$ cat src/rtl/ship_pkg.sv
// Shared types, direction tables and velocity helpers for the player-ship engine.
package ship_pkg;

  localparam int SCREEN_W_DEF = 160;
  localparam int SCREEN_H_DEF = 120;

  typedef enum logic [2:0] {
    ST_IDLE,
    ST_STEER,
    ST_THRUST,
    ST_MOVE,
    ST_FIRE
  } ship_state_t;

  // Unit vectors scaled by 4; y grows downward, so DY is the negated sine.
  localparam logic signed [3:0] DIR_DX [16] = '{
    4'sd4, 4'sd4, 4'sd3, 4'sd2, 4'sd0, -4'sd2, -4'sd3, -4'sd4,
    -4'sd4, -4'sd4, -4'sd3, -4'sd2, 4'sd0, 4'sd2, 4'sd3, 4'sd4
  };
  localparam logic signed [3:0] DIR_DY [16] = '{
    4'sd0, -4'sd2, -4'sd3, -4'sd4, -4'sd4, -4'sd4, -4'sd3, -4'sd2,
    4'sd0, 4'sd2, 4'sd3, 4'sd4, 4'sd4, 4'sd4, 4'sd3, 4'sd2
  };

  function automatic logic signed [7:0] sat_vel(input logic signed [7:0] v,
                                                input logic signed [3:0] d,
                                                input logic sub,
                                                input int lim);
    logic signed [8:0] s;
    s = sub ? ({v[7], v} - {{5{d[3]}}, d}) : ({v[7], v} + {{5{d[3]}}, d});
    if (int'(s) > lim) return 8'(lim);
    else if (int'(s) < -lim) return 8'(-lim);
    else return s[7:0];
  endfunction

  function automatic logic signed [7:0] toward_zero(input logic signed [7:0] v);
    if (v > 0) return v - 8'sd1;
    else if (v < 0) return v + 8'sd1;
    else return v;
  endfunction

endpackage

$ cat src/rtl/ship_control_if.sv
// Key inputs, frame strobe and ship/bullet outputs between keyboard, ship engine and draw path.
interface ship_control_if;
  logic       tick;
  logic       shoot;
  logic       forward;
  logic       backward;
  logic       right_rotate;
  logic       left_rotate;
  logic [3:0] heading;
  logic [7:0] pos_x;
  logic [6:0] pos_y;
  logic       fire;
  logic [7:0] bullet_x;
  logic [6:0] bullet_y;
  logic [3:0] bullet_heading;
  logic       update_done;

  modport master (
    output tick, shoot, forward, backward, right_rotate, left_rotate,
    input  heading, pos_x, pos_y, fire, bullet_x, bullet_y, bullet_heading, update_done
  );

  modport slave (
    input  tick, shoot, forward, backward, right_rotate, left_rotate,
    output heading, pos_x, pos_y, fire, bullet_x, bullet_y, bullet_heading, update_done
  );
endinterface

$ cat src/rtl/ship_wrap.sv
// One position axis: 8.4 position plus signed velocity, wrapped once into [0, SPAN).
module ship_wrap #(
  parameter int SPAN = 2560
) (
  input  logic [11:0]       p,
  input  logic signed [7:0] v,
  output logic [11:0]       q
);
  localparam logic signed [13:0] SPAN_S = 14'(SPAN);

  logic signed [13:0] sum;

  always_comb begin
    sum = $signed({2'b00, p}) + $signed({{6{v[7]}}, v});
    if (sum < 0) q = 12'(sum + SPAN_S);
    else if (sum >= SPAN_S) q = 12'(sum - SPAN_S);
    else q = sum[11:0];
  end
endmodule

$ cat src/rtl/ship_control.sv
// Per-frame ship state engine: heading, velocity, wrapped position and bullet requests.
// Build option: define SHIP_FRICTION_EN to decay velocity by 1 per frame when there is no thrust.
//
// state     | meaning
// ST_IDLE   | waiting for frame tick
// ST_STEER  | rotate-divider count and heading step
// ST_THRUST | velocity update with per-axis saturation
// ST_MOVE   | position update; fire decision registered for next cycle
// ST_FIRE   | fire/bullet/update_done visible, then back to idle
module ship_control
  import ship_pkg::*;
#(
  parameter int SCREEN_W      = SCREEN_W_DEF,
  parameter int SCREEN_H      = SCREEN_H_DEF,
  parameter int MAX_SPEED     = 32,
  parameter int ROT_DIV       = 4,
  parameter int FIRE_COOLDOWN = 8
) (
  input  logic           clk,
  input  logic           reset,
  ship_control_if.slave  bus
);
  localparam logic [11:0] PX_RST = 12'((SCREEN_W / 2) * 16);
  localparam logic [11:0] PY_RST = 12'((SCREEN_H / 2) * 16);

  ship_state_t       state;
  logic [3:0]        heading;
  logic [11:0]       px, py, px_next, py_next;
  logic signed [7:0] vx, vy, vx_next, vy_next;
  logic [7:0]        rot_cnt;
  logic [7:0]        cooldown;
  logic              fire_req, shoot_q;
  logic              fire, update_done;
  logic [7:0]        bullet_x;
  logic [6:0]        bullet_y;
  logic [3:0]        bullet_heading;
  logic              shoot_rise, fire_go;

  assign shoot_rise = bus.shoot & ~shoot_q;
  // An edge landing on the MOVE->FIRE clock still counts for this frame.
  assign fire_go    = (fire_req | shoot_rise) && (cooldown == 8'd0);

  always_comb begin
    vx_next = vx;
    vy_next = vy;
    if (bus.forward && !bus.backward) begin
      vx_next = sat_vel(vx, DIR_DX[heading], 1'b0, MAX_SPEED);
      vy_next = sat_vel(vy, DIR_DY[heading], 1'b0, MAX_SPEED);
    end else if (bus.backward && !bus.forward) begin
      vx_next = sat_vel(vx, DIR_DX[heading], 1'b1, MAX_SPEED);
      vy_next = sat_vel(vy, DIR_DY[heading], 1'b1, MAX_SPEED);
    end
`ifdef SHIP_FRICTION_EN
    else begin
      vx_next = toward_zero(vx);
      vy_next = toward_zero(vy);
    end
`endif
  end

  ship_wrap #(.SPAN(SCREEN_W * 16)) u_wrap_x (.p(px), .v(vx), .q(px_next));
  ship_wrap #(.SPAN(SCREEN_H * 16)) u_wrap_y (.p(py), .v(vy), .q(py_next));

  always_ff @(posedge clk or negedge reset) begin
    if (!reset) begin
      state          <= ST_IDLE;
      heading        <= 4'd0;
      px             <= PX_RST;
      py             <= PY_RST;
      vx             <= 8'sd0;
      vy             <= 8'sd0;
      rot_cnt        <= 8'd0;
      cooldown       <= 8'd0;
      fire_req       <= 1'b0;
      shoot_q        <= 1'b0;
      fire           <= 1'b0;
      update_done    <= 1'b0;
      bullet_x       <= 8'd0;
      bullet_y       <= 7'd0;
      bullet_heading <= 4'd0;
    end else begin
      shoot_q     <= bus.shoot;
      fire        <= 1'b0;
      update_done <= 1'b0;
      if (shoot_rise) fire_req <= 1'b1;
      case (state)
        ST_IDLE: if (bus.tick) state <= ST_STEER;
        ST_STEER: begin
          state <= ST_THRUST;
          if (bus.left_rotate ^ bus.right_rotate) begin
            if (rot_cnt + 8'd1 == 8'(ROT_DIV)) begin
              rot_cnt <= 8'd0;
              heading <= bus.left_rotate ? heading + 4'd1 : heading - 4'd1;
            end else begin
              rot_cnt <= rot_cnt + 8'd1;
            end
          end else begin
            rot_cnt <= 8'd0;
          end
        end
        ST_THRUST: begin
          state <= ST_MOVE;
          vx    <= vx_next;
          vy    <= vy_next;
        end
        ST_MOVE: begin
          state       <= ST_FIRE;
          px          <= px_next;
          py          <= py_next;
          update_done <= 1'b1;
          fire_req    <= 1'b0;
          if (fire_go) begin
            fire           <= 1'b1;
            bullet_x       <= px_next[11:4];
            bullet_y       <= py_next[10:4];
            bullet_heading <= heading;
            cooldown       <= 8'(FIRE_COOLDOWN);
          end else if (cooldown != 8'd0) begin
            cooldown <= cooldown - 8'd1;
          end
        end
        ST_FIRE: state <= ST_IDLE;
        default: state <= ST_IDLE;
      endcase
    end
  end

  assign bus.heading        = heading;
  assign bus.pos_x          = px[11:4];
  assign bus.pos_y          = py[10:4];
  assign bus.fire           = fire;
  assign bus.update_done    = update_done;
  assign bus.bullet_x       = bullet_x;
  assign bus.bullet_y       = bullet_y;
  assign bus.bullet_heading = bullet_heading;
endmodule

$ cat src/flat_wrapper.sv
// flat-port wrapper written by rule: the top's interface ports become plain ports
module ship_control_flat import ship_pkg::*;
#(
  parameter int SCREEN_W      = SCREEN_W_DEF,
  parameter int SCREEN_H      = SCREEN_H_DEF,
  parameter int MAX_SPEED     = 32,
  parameter int ROT_DIV       = 4,
  parameter int FIRE_COOLDOWN = 8
)
  (clk, reset, bus_tick, bus_shoot, bus_forward, bus_backward, bus_right_rotate, bus_left_rotate, bus_heading, bus_pos_x, bus_pos_y, bus_fire, bus_bullet_x, bus_bullet_y, bus_bullet_heading, bus_update_done);
  ship_control_if bus_i ();
  input  logic clk;
  input  logic reset;
  input wire logic [$bits(bus_i.tick)-1:0] bus_tick;
  input wire logic [$bits(bus_i.shoot)-1:0] bus_shoot;
  input wire logic [$bits(bus_i.forward)-1:0] bus_forward;
  input wire logic [$bits(bus_i.backward)-1:0] bus_backward;
  input wire logic [$bits(bus_i.right_rotate)-1:0] bus_right_rotate;
  input wire logic [$bits(bus_i.left_rotate)-1:0] bus_left_rotate;
  output wire logic [$bits(bus_i.heading)-1:0] bus_heading;
  output wire logic [$bits(bus_i.pos_x)-1:0] bus_pos_x;
  output wire logic [$bits(bus_i.pos_y)-1:0] bus_pos_y;
  output wire logic [$bits(bus_i.fire)-1:0] bus_fire;
  output wire logic [$bits(bus_i.bullet_x)-1:0] bus_bullet_x;
  output wire logic [$bits(bus_i.bullet_y)-1:0] bus_bullet_y;
  output wire logic [$bits(bus_i.bullet_heading)-1:0] bus_bullet_heading;
  output wire logic [$bits(bus_i.update_done)-1:0] bus_update_done;
  assign bus_i.tick = bus_tick;
  assign bus_i.shoot = bus_shoot;
  assign bus_i.forward = bus_forward;
  assign bus_i.backward = bus_backward;
  assign bus_i.right_rotate = bus_right_rotate;
  assign bus_i.left_rotate = bus_left_rotate;
  assign bus_heading = bus_i.heading;
  assign bus_pos_x = bus_i.pos_x;
  assign bus_pos_y = bus_i.pos_y;
  assign bus_fire = bus_i.fire;
  assign bus_bullet_x = bus_i.bullet_x;
  assign bus_bullet_y = bus_i.bullet_y;
  assign bus_bullet_heading = bus_i.bullet_heading;
  assign bus_update_done = bus_i.update_done;
  ship_control #(.SCREEN_W(SCREEN_W), .SCREEN_H(SCREEN_H), .MAX_SPEED(MAX_SPEED), .ROT_DIV(ROT_DIV), .FIRE_COOLDOWN(FIRE_COOLDOWN)) u_core (.clk(clk), .reset(reset), .bus(bus_i));
endmodule
$ cat config.mk
export PLATFORM = sky130hd
export DESIGN_NAME = ship_control_flat
export DESIGN_NICKNAME = d
export VERILOG_FILES = /design/src/rtl/ship_pkg.sv /design/src/rtl/ship_control_if.sv /design/src/rtl/ship_wrap.sv /design/src/rtl/ship_control.sv /design/src/flat_wrapper.sv
export SDC_FILE = /design/constraint.sdc
export NUM_CORES = 1
export LEC_CHECK = 0
export ABC_AREA = 1
export ABC_CLOCK_PERIOD_IN_PS = 6570
export BUFFER_PORTS_ARGS = -buffer_cell sky130_fd_sc_hd__buf_4
export CAP_MARGIN = 20
export CORE_MARGIN = 3
export CORE_UTILIZATION = 52
export DETAILED_ROUTE_END_ITERATION = 6
export MAX_ROUTING_LAYER = met4
export PLACE_DENSITY = 0.73
export SETUP_SLACK_MARGIN = 0.4
export SLEW_MARGIN = 20
export SYNTH_ARGS = -nofsm -noshare
export SYNTH_HDL_FRONTEND = slang
export SYNTH_SLANG_ARGS = --single-unit
$ cat constraint.sdc
create_clock -name clk -period 6.57 [get_ports clk]
set_input_delay 0.3285 -clock clk [delete_from_list [all_inputs] [get_ports clk]]
set_output_delay 0.3285 -clock clk [all_outputs]
set_load 0.03 [all_outputs]
Word level (Yosys, flattened, before mapping). Memory sizes are Yosys's and may differ from the RTL's. Cells that the tools add are included.

$add $sub $neg: 14. Order comparisons: 13. Equality and inequality tests: 5. Muxes and demuxes: 32. Bitwise logic cells: 5. Reductions and logical operators: 15.

Operators with widths (count): $mux W8 (16); $mux W12 (4); $gt A9 B7 Y1 const B (4); $lt A9 B6 Y1 const B (4); $add A13 B8 Y14 (2); $lt A14 B1 Y1 const B (2); $add A12 B12 Y12 const B (2); $sub A12 B12 Y12 const B (2); $mux W4 (5); $add A8 B4 Y9 (2); $sub A8 B4 Y9 (2); $ge A14 B12 Y1 const B (1); $ge A14 B13 Y1 const B (1); $pmux W3 S4 (1); $add A8 B1 Y8 const B (1); $eq A8 B3 Y1 const B (1); $logic_not A8 Y1 (1); $reduce_bool A8 Y1 (1); $sub A8 B1 Y8 const B (1); $eq A3 B2 Y1 const B (2); $reduce_and A2 Y1 (3); $reduce_bool A2 Y1 (3); $ge A5 B5 Y1 const B (1); $mux W1 (5); other kinds (14) (17).

Register bits: 86. Memory bits (read-only): 128. Bits of input ports: 8. Output and inout port bits: 40. Logic and storage cells: 101. Memories kept: 2.

Memories: (name not given) (depth 16, bits a word 4, rd ports 1, clocked after Yosys merged registers in 0, write ports 0, RTL line ship_control.sv:50) `vx_next = sat_vel(vx, DIR_DX[heading], 1'b1, MAX_SPEED);`; (name not given) (depth 16, bits a word 4, rd ports 1, clocked after Yosys merged registers in 0, write ports 0, RTL line ship_control.sv:51) `vy_next = sat_vel(vy, DIR_DY[heading], 1'b1, MAX_SPEED);`.

Longest topological paths before layout. Gate-level depths: netlist of the first run.

Depth in word-level cells: 10. Mapped depth: 24. Mapped depth without buffers: 24.

Cells and area by module. From an unflattened synthesis of the first run, not the netlist that was laid out.

Cell total of the unflattened synthesis: 1147. Area, all modules: 7915.1 µm².

By module, submodules not included: ship_control (instances 1, cells each 805, area an instance 5943.2 µm², seq. area each 2159.6 µm²); ship_wrap (u_core.u_wrap_y) (instances 1, cells each 191, area an instance 1089.8 µm², seq. area each 0.0 µm²); ship_wrap (u_core.u_wrap_x) (instances 1, cells each 151, area an instance 882.1 µm², seq. area each 0.0 µm²).

Worst setup path before layout of the first run. No wires, ideal clock.

Path type: register -> register. From: reg u_core.heading[0], in the netlist u_core.bus.heading[0]. To: reg u_core.vx[0]. Library setup time: 0.116 ns. Arrival time: 3.133 ns. Data required time: 6.454 ns. Slack: 3.321 ns. Stages on the path, launching flop included: 18. Buffers on the path: 0. Cell sequence: dfrtp_1 > inv_1 > ha_1 > inv_1 > a21oi_1 > a21oi_1 > inv_1 > ha_1 > inv_2 > nor2_1 > nand4_1 > nand3_1 > xor2_1 > a21oi_1 > nand3_1 > nand2_1 > nand2_1 > nand2_1.

Cells in the longest elaborated chain, start to end: 10. Elaborated cells on any way between the ends: 16.

RTL lines: start, declared (RTL line ship_control.sv:27) `logic [3:0] heading;`; start signal, assigned (RTL line ship_control.sv:93) `heading <= bus.left_rotate ? heading + 4'd1 : heading - 4'd1;`; $not A4 Y5 (not written as such) * (RTL line ship_control.sv:47, ship_control.sv:50); $mem_v2 Z16 W4 *; $mux W4 (not written as such) * (RTL line ship_control.sv:50); $mux W4 (not written as such) * (RTL line ship_control.sv:47) `vx_next = sat_vel(vx, DIR_DX[heading], 1'b0, MAX_SPEED);`; $sub A8 B4 Y9; $lt A9 B6 Y1 (RTL line ship_pkg.sv:32) `else if (int'(s) < -lim) return 8'(-lim);`; $mux W8 (RTL line ship_pkg.sv:32); $mux W8 (RTL line ship_pkg.sv:31) `if (int'(s) > lim) return 8'(lim);`; $mux W8 (RTL line ship_control.sv:49) `end else if (bus.backward && !bus.forward) begin`; $mux W8 * (RTL line ship_control.sv:46) `if (bus.forward && !bus.backward) begin`; end signal, assigned (RTL line ship_control.sv:103) `vx <= vx_next;`; end, declared (RTL line ship_control.sv:29) `logic signed [7:0] vx, vy, vx_next, vy_next;`.

Mark *: on every way between the ends. The rest lies on a longest branch, timed or not. The select of a mux whose other input is x is not followed. A chain may end at the register's enable or synchronous reset.

Worst setup path after layout of the first run. Ends and elaborated chain as after synthesis.

==> flow_summary.toml, run 1 <==
[floorplanning]
start_util = 0.5406
core_mm2 = 0.01410
die_area_mm2 = 0.01614
core.rowCount = 43
fp.dieW_um = 127.1
io_pins = 48
die_h_um = 127.1

[timing]
finalWorstSetupSlack_ns = 3.003
min_period_ns = 3.567
period_share = 0.5429
worst_pin_slew_ns = 1.014
finalSetupViolations = 0
maxClockFrequency_ghz = 0.2804
fin_skew_ns = 0.01163
drv_slew = 0
rsz0062_at_grt = "false"
finalSetupTns_ns = 0
max_slew_margin = 0.3201
finalHoldViolCount = 0

[logic_synthesis]
yosysUniqueCellTypes = 50
synth-seq-area-share = 0.2834
async_reset_ff_frac = 1.000
synthFlopType = "dfrtp_1"
synthCells = 1086
yosys_warnings = 0
synth_top_area_cell = "dfrtp_1"
synth_area_leaders = "dfrtp_1 (26%), nand2_1 (15%), ha_1 (13%)"
synth_top_area_frac = 0.2627
synth_edf_count = 0
syn_nets = 1179
avgSynthCellArea_um2 = 7.016
synth-seq-cells = 86
synth_area_mm2 = 0.007620

[setup_path]
ff2ff_setup_slack_ns = 3.00
critical_path_class = "flop to flop"
cp_top_family = "simple AND/OR/NAND/NOR gates"
crit_cells = 18
r2r_end = "u_core.vx[0]"
max_stage_delay_ns = 0.51
path_buf_inv = 5
cp.required_ns = 6.86
start_kind = "flop"
crit_path_end_kind = "flop"
crit-reg2reg-launch = "u_core.bus.heading[0]"
worstPathCellList = "inv_1 -> ha_1 -> inv_1 -> a21oi_1 -> a21oi_1 -> inv_1 -> ha_1 -> inv_2 -> nor2_1 -> nand4_1 -> nand3_1 -> xor2_1 -> inv_2 -> nand2_2 -> nand3_1 -> nand2_1 -> nand2_1 -> nand2_1"
path_max_fanout = 8
worst_ep_arrival_time_ns = 3.86
worst_r2r_path_depth = 18
slowest_stage = "dfrtp_1"

[placed_design]
place.gp.congestion = 0.9022
place_area_mm2 = 0.007976
hpwl_um = 13040
dp_slack_ns = 3.036
port_buffers = 47

[layout]
final_util = 0.5898
area_delta_synth_final_pct = 9.113
final_cell_area_mm2 = 0.008314
drive_above_1_share = 0.09821
nets = 1208
diodes = 0

[global_route]
grt_pass1_vias = 6407
grt_max_degree = 60
antenna_found_initial = 0
grt-ovfl-total = 0
grt_pass1_wl_um = 29280
grt_usage = 0.2231

[drt]
wl_per_cell_um = 12.98
first_pass_iters = 7
num_vias = 6742
drt_iter0_markers = 338
vias_per_cell = 5.186
drc = 14
drt_wl_total_um = 16870
ant_nets = 0

[job]
maxCapViolCount = 0

[cts]
htreeDepth = 3
clk_latency_ns = 0.36
cts_setup_buffers = 0
clockBufferDepth = 2
clock-sinks = 86
path_clk_slew_ns = 0.07
cts_tree = "done"
cts_made_buffers = 9
root_buffer = "clkbuf_16"

[pwr]
leakage_nw = 4.538
p_per_area_mw_per_mm2 = 570.3
vdd_drop_max_v = 0.0002889

[outcome]
violations = "design-rule violations"
status = "complete, but fails checks"

[worst_hold_path]
holdPathEnd = "u_core.shoot_q"
hp-start = "bus_shoot"
min_path_cells = 1
hold_class = "input pin to flop"
==> where the power goes <==
part / internal, mW / total [mW] / switching (mW)
Clock: 0.339 / 0.578 / 0.239
Sequential: 0.721 / 0.928 / 0.207
Combinational: 1.14 / 3.24 / 2.09
Total: 2.20 / 4.74 / 2.54
==> layer usage <==
metal  global-route usage  share of wire
met5                    -              0
met4              0.04669         0.0096
met3              0.03888          0.038
met2               0.3531           0.46
met1               0.3035           0.50
==> worst max-delay path by stage <==
stage              endpoint             startpoint
2_1_floorplan  u_core.vx[0]  u_core.bus.heading[0]
3_3_place_gp   u_core.vx[0]  u_core.bus.heading[0]
3_5_place_dp   u_core.vx[0]  u_core.bus.heading[0]
4_1_cts        u_core.vx[0]  u_core.bus.heading[0]
5_1_grt        u_core.vx[3]  u_core.bus.heading[0]
6_report       u_core.vx[0]  u_core.bus.heading[0]
==> cell usage in the layout (no fill, tap or decap), drive strengths merged, types with 8 or more instances in the layout <==
cell type  instances
nand2            322
inv              148
nand3             99
nor2              90
dfrtp             80
ha                78
o21ai             54
a21oi             52
buf               49
xor2              28
nand4             24
nor3              14
xnor2             13
clkbuf             9
or2                8
==> synth_stat cells, types with 11 or more instances <==
library cell and n:
xor2_1 28, nand2_1 306, inv_1 140, o21ai_0 46, dfrtp_1 80, nor3_1 11
buf_4 15, a21oi_1 51, nand3_1 96, nor2_1 87, xnor2_1 13, nand4_1 24
ha_1 78, nand2_2 14
==> cell type report <==
class                           instances  area (µm²)
Tap cell                              180       225.2
Fill cell                            1315        5782
Sequential cell                        86        2160
Clock inverter                          7       102.6
Clock buffer                            9       225.2
Timing Repair Buffer                   50       377.9
Inverter                              148       555.5
Multi-Input combinational cell        820        4668
==> state kept, by name, summed over array words and instances, names as in the netlist, 3 cells and up <==
register                   cells
u_core.cooldown                8
u_core.py                     12
u_core.rot_cnt                 8
u_core.vy                      8
u_core.bus.bullet_x            8
u_core.vx                      8
u_core.bus.bullet_y            7
u_core.bus.bullet_heading      4
u_core.bus.heading             4
u_core.state                   3
u_core.px                     12
==> stage by stage <==
stage	hold WS, ns	std cells	power, mW
after floorplan	0.03291	1086	3.509
after global placement	0.2754	1283	4.093
after detailed placement	0.2774	1283	4.142
after CTS	0.07194	1300	4.745
after global routing	0.07308	1300	5.287
final	0.07946	1300	4.742
==> what timing repair did <==
action | 4_1_cts | 5_1_grt
gates resized for setup | 0 | 0
hold endpoints to repair | 23 | 0
hold buffers | 1 | 0
==> logic make-up after synthesis <==
group	Yosys count	synth area share
DFF	86	0.2834
muxes	1	0.001314
buffers and inverters	180	0.1039
adders and majority gates	85	0.1465
AOI/OAI and AO/OA	126	0.08998
xor gates and xnor gates	41	0.04713
and+or+nand+nor	567	0.3278
Note: power is estimated with default switching activity, not from simulation.
==> run 2, diff against run 1 <==
- ABC_CLOCK_PERIOD_IN_PS: 6570 -> 3350
- clock period: 6.57 -> 3.35 ns (I/O delays scaled with it)
==> flow_summary.toml, run 2 (same netlist as run 1, synthesis figures left out) <==
[floorplanning]
start_util = 0.5406
io_pins = 48
die_h_um = 127.1
fp.dieW_um = 127.1
core.rowCount = 43
die_area_mm2 = 0.01614
core_mm2 = 0.01410

[worst_hold_path]
min_path_cells = 2
hold_class = "input pin to flop"
hp-start = "bus_tick"
holdPathEnd = "u_core.state[0]"

[drt]
wl_per_cell_um = 13.88
vias_per_cell = 5.347
first_pass_iters = 5
drt_iter0_markers = 433
drc = 0
num_vias = 7096
drt_wl_total_um = 18420
ant_nets = 0

[global_route]
grt_pass1_vias = 6276
grt_pass1_wl_um = 28890
antenna_found_initial = 0
grt_usage = 0.2202
grt-ovfl-total = 0
grt_max_degree = 59

[cts]
htreeDepth = 3
clockBufferDepth = 2
clk_latency_ns = 0.35
cts_tree = "done"
clock-sinks = 86
root_buffer = "clkbuf_16"
cts_made_buffers = 9
path_clk_slew_ns = 0.07

[setup_path]
ff2ff_setup_slack_ns = 0.41
path_max_fanout = 5
worst_ep_arrival_time_ns = 3.23
critical_path_class = "flop to flop"
worst_r2r_path_depth = 20
cp.required_ns = 3.64
crit-reg2reg-launch = "u_core.bus.heading[0]"
r2r_end = "u_core.vx[0]"
crit_path_end_kind = "flop"
start_kind = "flop"

[timing]
maxClockFrequency_ghz = 0.3399
finalSetupTns_ns = 0
fin_skew_ns = 0.006947
finalSetupViolations = 0
finalHoldViolCount = 0
max_slew_margin = 0.4538
period_share = 0.8781
worst_pin_slew_ns = 0.8163
drv_slew = 0
min_period_ns = 2.942
rsz0062_at_grt = "true"
fin_hold_ws_ns = 0.01179

[outcome]
status = "finished clean"

[layout]
nets = 1235
area_delta_synth_final_pct = 18.05
top_regs = "u_core.px (12), u_core.py (12)"
final_cell_mix = "nand2_1 (288), inv_1 (130), nand3_1 (92)"
final_cell_area_mm2 = 0.008995
layout_commonest_cell = "nand2_1"
fin_cells = 1327
drive_above_1_share = 0.2040
diodes = 0

[placed_design]
place.gp.congestion = 0.9111
hpwl_um = 13290
place_area_mm2 = 0.008044
port_buffers = 47
post-place-cells = 1291

[job]
maxCapViolCount = 0
run 2: changes by cell type in the layout (fill, tap and decap cells not counted), sizes merged:
cell,previous run,this run
dlygate4sd3,1,2
bufinv,2,0
clkinvlp,0,3
clkinv,5,4
buf,49,75
run 2: layout make-up:
type / count / area, µm²
Clock buffer: 9 / 225.2
Clock inverter: 7 / 67.56
Fill cell: 1206 / 5101
Inverter: 148 / 560.5
Multi-Input combinational cell: 820 / 5154
Sequential cell: 86 / 2163
Tap cell: 180 / 225.2
Timing Repair Buffer: 77 / 599.3
run 2: how the worst max path moves through the flow:
stage	start	endpoint
final	u_core.bus.heading[0]	u_core.vx[0]
after floorplan	u_core.bus.heading[0]	u_core.vy[5]
after global placement	u_core.bus.heading[0]	u_core.vy[0]
after detailed placement	u_core.bus.heading[0]	u_core.vy[1]
after CTS	u_core.bus.heading[1]	u_core.vy[1]
after global routing	u_core.bus.heading[3]	u_core.vy[1]
run 2: what timing repair did:
action | in CTS | in global routing
hold endpoints to repair | 57 | 0
hold buffers | 2 | 0
endpoints found under the setup margin | 12 | 16
gates resized for setup | 7 | 114
setup buffers | 4 | 14
pin swaps | 1 | 46
run 2: per-stage QoR:
stage	utilization	worst slack, ns
after CTS	0.5968	0.3973
after global placement	0.5707	0.3154
final	0.6381	0.4083
after global routing	0.6381	0.2579
after detailed placement	0.5707	0.2458
after floorplan	-	0.4149
run 2: metal layers:
layer,GRT usage,vias up,share of wire
met5,-,-,0
met4,0.04416,0,0.019
met3,0.03554,36,0.045
met2,0.3608,184,0.47
met1,0.2916,3285,0.46
li1,-,3591,-
run 2: critical path: stages (launching register included):
cell and delay, ns:
dfrtp_2 0.45, inv_4 0.10, ha_4 0.13, inv_2 0.05
a21oi_4 0.18, inv_1 0.10, o22ai_2 0.16, inv_2 0.09
ha_4 0.23, buf_4 0.14, xnor2_1 0.30, nand3_1 0.15
nor2_1 0.12, nand2_1 0.05, nand2_1 0.09, nand3_2 0.10
nand2_4 0.11, nand3_1 0.09, nand2_1 0.11, nand2_1 0.05
nand2_1 0.05
Power of run 2 is not shown: default switching activity piles up to over one toggle a cycle in this logic, so the estimate is an artifact.
==> run 3, diff against run 2 <==
- CORE_UTILIZATION: 52 -> 55
- PLACE_DENSITY: 0.73 -> 0.76
- SYNTH_HIERARCHICAL: not set -> 1
==> flow_summary.toml, run 3 <==
[timing]
finalWorstSetupSlack_ns = 0.5475
max_slew_margin = 0.3965
finalHoldViolCount = 0
rsz0062_at_grt = "true"
min_period_ns = 2.803
finalSetupViolations = 0
drv_slew = 0
maxClockFrequency_ghz = 0.3568
finalSetupTns_ns = 0
worst_pin_slew_ns = 0.9053
fin_skew_ns = 0.01320
period_share = 0.8366

[logic_synthesis]
muxShareOfSynthArea = 0.001265
synth_fa_ha_area_frac = 0.1410
synth_top_area_frac = 0.2529
yosysUniqueCellTypes = 52
synthFlopType = "dfrtp_1"
synth-seq-area-share = 0.2728
synth_top_family_by_area = "simple AND/OR/NAND/NOR gates"
synth_top_area_cell = "dfrtp_1"
synthCells = 1147
synth-xor-area-share = 0.03557
netlist_top_cells_count = "nand2_1 (371), inv_1 (152), nand3_1 (83), nor2_1 (83), dfrtp_1 (80)"
async_reset_ff_frac = 1.000
synth-seq-cells = 86
yosysMostFrequentCell = "nand2_1"
syn_nets = 1240
yosys_warnings = 6
synth_area_leaders = "dfrtp_1 (25%), nand2_1 (18%), ha_1 (12%)"
synth_area_mm2 = 0.007915
avgSynthCellArea_um2 = 6.901
synth_compound_area_frac = 0.07604
synthSimpleGateAreaFrac = 0.3682
synth_edf_count = 0

[layout]
nets = 1291
regArea_mm2 = 0.002165
fin_cells = 1383
fillers = 1207
area_delta_synth_final_pct = 13.93
top_regs = "u_core/px (12), u_core/py (12)"
multiInputGateArea_mm2 = 0.005175
layout_commonest_cell = "nand2_1"
diodes = 0
drive_above_1_share = 0.1945
final_cell_mix = "nand2_1 (356), inv_1 (142), nand3_1 (81)"

[job]
maxCapViolCount = 0

[pwr]
swShare = 0.5305
power_mw = 9.485
power_switching_mw = 5.032
intPower_mw = 4.453
leakage_nw = 4.919
p_per_area_mw_per_mm2 = 1052
combPwrFrac = 0.692
p_clk_frac = 0.109
vdd_drop_max_v = 0.0003706
sequentialPowerShare = 0.199

[setup_path]
crit-reg2reg-launch = "u_core/bus.heading[0]"
crit_path_end_kind = "flop"
start_kind = "flop"
path_max_fanout = 7
cp.required_ns = 3.58
critical_path_class = "flop to flop"
r2r_end = "u_core/vx[3]"
crit_path_start = "u_core/bus.heading[0]"
worst_ep_arrival_time_ns = 3.04
ff2ff_setup_slack_ns = 0.55
worst_r2r_path_depth = 19

[global_route]
grt_pass1_wl_um = 30030
grt-ovfl-total = 0
antenna_found_initial = 0
grt_max_degree = 75
grt_pass1_vias = 6587
grt_usage = 0.2312

[floorplanning]
fp.dieW_um = 126.0
io_pins = 48
die_area_mm2 = 0.01587
core_mm2 = 0.01399
core.rowCount = 43
start_util = 0.5658
die_h_um = 126.0

[cts]
clock-sinks = 86
clockBufferDepth = 2
cts_made_buffers = 9
root_buffer = "clkbuf_16"
path_clk_slew_ns = 0.07
htreeDepth = 3
cts_tree = "done"
clk_latency_ns = 0.35

[placed_design]
post-place-cells = 1350
hpwl_um = 13790
dp_slack_ns = 0.3384
port_buffers = 47
place.gp.congestion = 0.9573

[drt]
num_vias = 7222
wl_per_cell_um = 13.08
ant_nets = 0
drt_iter0_markers = 478
drt_wl_total_um = 18090
first_pass_iters = 7
drc = 0
vias_per_cell = 5.222

[worst_hold_path]
min_path_cells = 3
hold_class = "input pin to flop"
hp-start = "bus_tick"
holdPathEnd = "u_core/state[0]"

[outcome]
status = "finished clean"
-- run 3: changes by cell type after synthesis, sizes merged, moves of 3 or more --
cell	before	now
nand2	322	404
inv	145	162
o21ai	54	41
xor2	28	19
nand4	24	17
clkbuf	13	7
nor2	90	96
buf	19	24
or2	8	3
nand3	99	96
-- run 3: how the worst max path moves through the flow --
stage | end | slack, ns | cells past startpoint
final | u_core/vx[3] | 0.55 | 19
after global routing | u_core/vx[3] | 0.30 | 22
after CTS | u_core/vy[4] | 0.41 | 19
after detailed placement | u_core/vx[0] | 0.34 | 19
after global placement | u_core/vy[0] | 0.43 | 19
after floorplan | u_core/vy[5] | 0.46 | 18
-- run 3: per-stage QoR --
step / hold slack [ns] / util / instance area (µm²)
5_1_grt: 0.07769 / 0.6446 / 9017
6_report: 0.06173 / 0.6446 / 9017
4_1_cts: 0.05732 / 0.6210 / 8687
3_5_place_dp: 0.2881 / 0.5956 / 8332
2_1_floorplan: -0.1281 / - / 7921
3_3_place_gp: 0.2889 / 0.5956 / 8332
-- run 3: layout make-up --
type,instances,area share
clock buffer,10,0.02539
multi-input combinational,867,0.5739
timing repair buffer,71,0.05966
sequential,86,0.2400
tap,180,0.02498
inverter,163,0.06813
clock inverter,6,0.007909
-- run 3: critical path, cell delays in order, from the launching register on --
cell and delay [ns]:
dfrtp_2 0.46, inv_2 0.10, ha_1 0.17, inv_2 0.06, a21oi_4 0.19, a21oi_4 0.09
buf_4 0.17, ha_1 0.40, inv_2 0.08, a21o_1 0.17, a21oi_2 0.11, nand3_1 0.09
nand2_1 0.12, inv_1 0.05, nand2_1 0.07, nand2_2 0.10, nand3_1 0.10, nand2_1 0.05
nand2_1 0.05, nand2_1 0.04
-- run 3: routing by layer --
| layer | routed length, µm | track usage | part of all wire |
|---|---|---|---|
| met1 | 8508 | 0.2989 | 0.47 |
| met2 | 8543 | 0.3831 | 0.47 |
| met3 | 738 | 0.03265 | 0.041 |
| met5 | 0 | - | 0 |
| met4 | 294 | 0.06246 | 0.016 |
-- run 3: logic make-up after synthesis --
| family | count (synthesis) |
|---|---|
| AND/OR/NAND/NOR | 643 |
| flip-flops | 86 |
| buffers and inverters | 194 |
| adder cells (fa/ha/maj) | 85 |
| multiplexers | 1 |
| AO/OA/AOI/OAI | 108 |
| XOR/XNOR | 30 |
-- run 3: power by group through the flow --
stage / clock [mW] / combinational [mW] / sequential, mW
CTS: 1.05 / 6.26 / 1.87
global route: 1.09 / 7.43 / 1.95
finish: 1.03 / 6.56 / 1.89
detailed placement: 0 / 6.18 / 1.89
global placement: 0 / 6.09 / 1.87
floorplan: 0 / 4.90 / 1.92
-- run 3: what timing repair did --
action,in CTS,in global routing
pin swaps,0,15
endpoints found under the setup margin,13,17
setup buffers,0,15
hold buffers,2,0
endpoints found under the hold margin,57,0
gates resized for setup,9,62
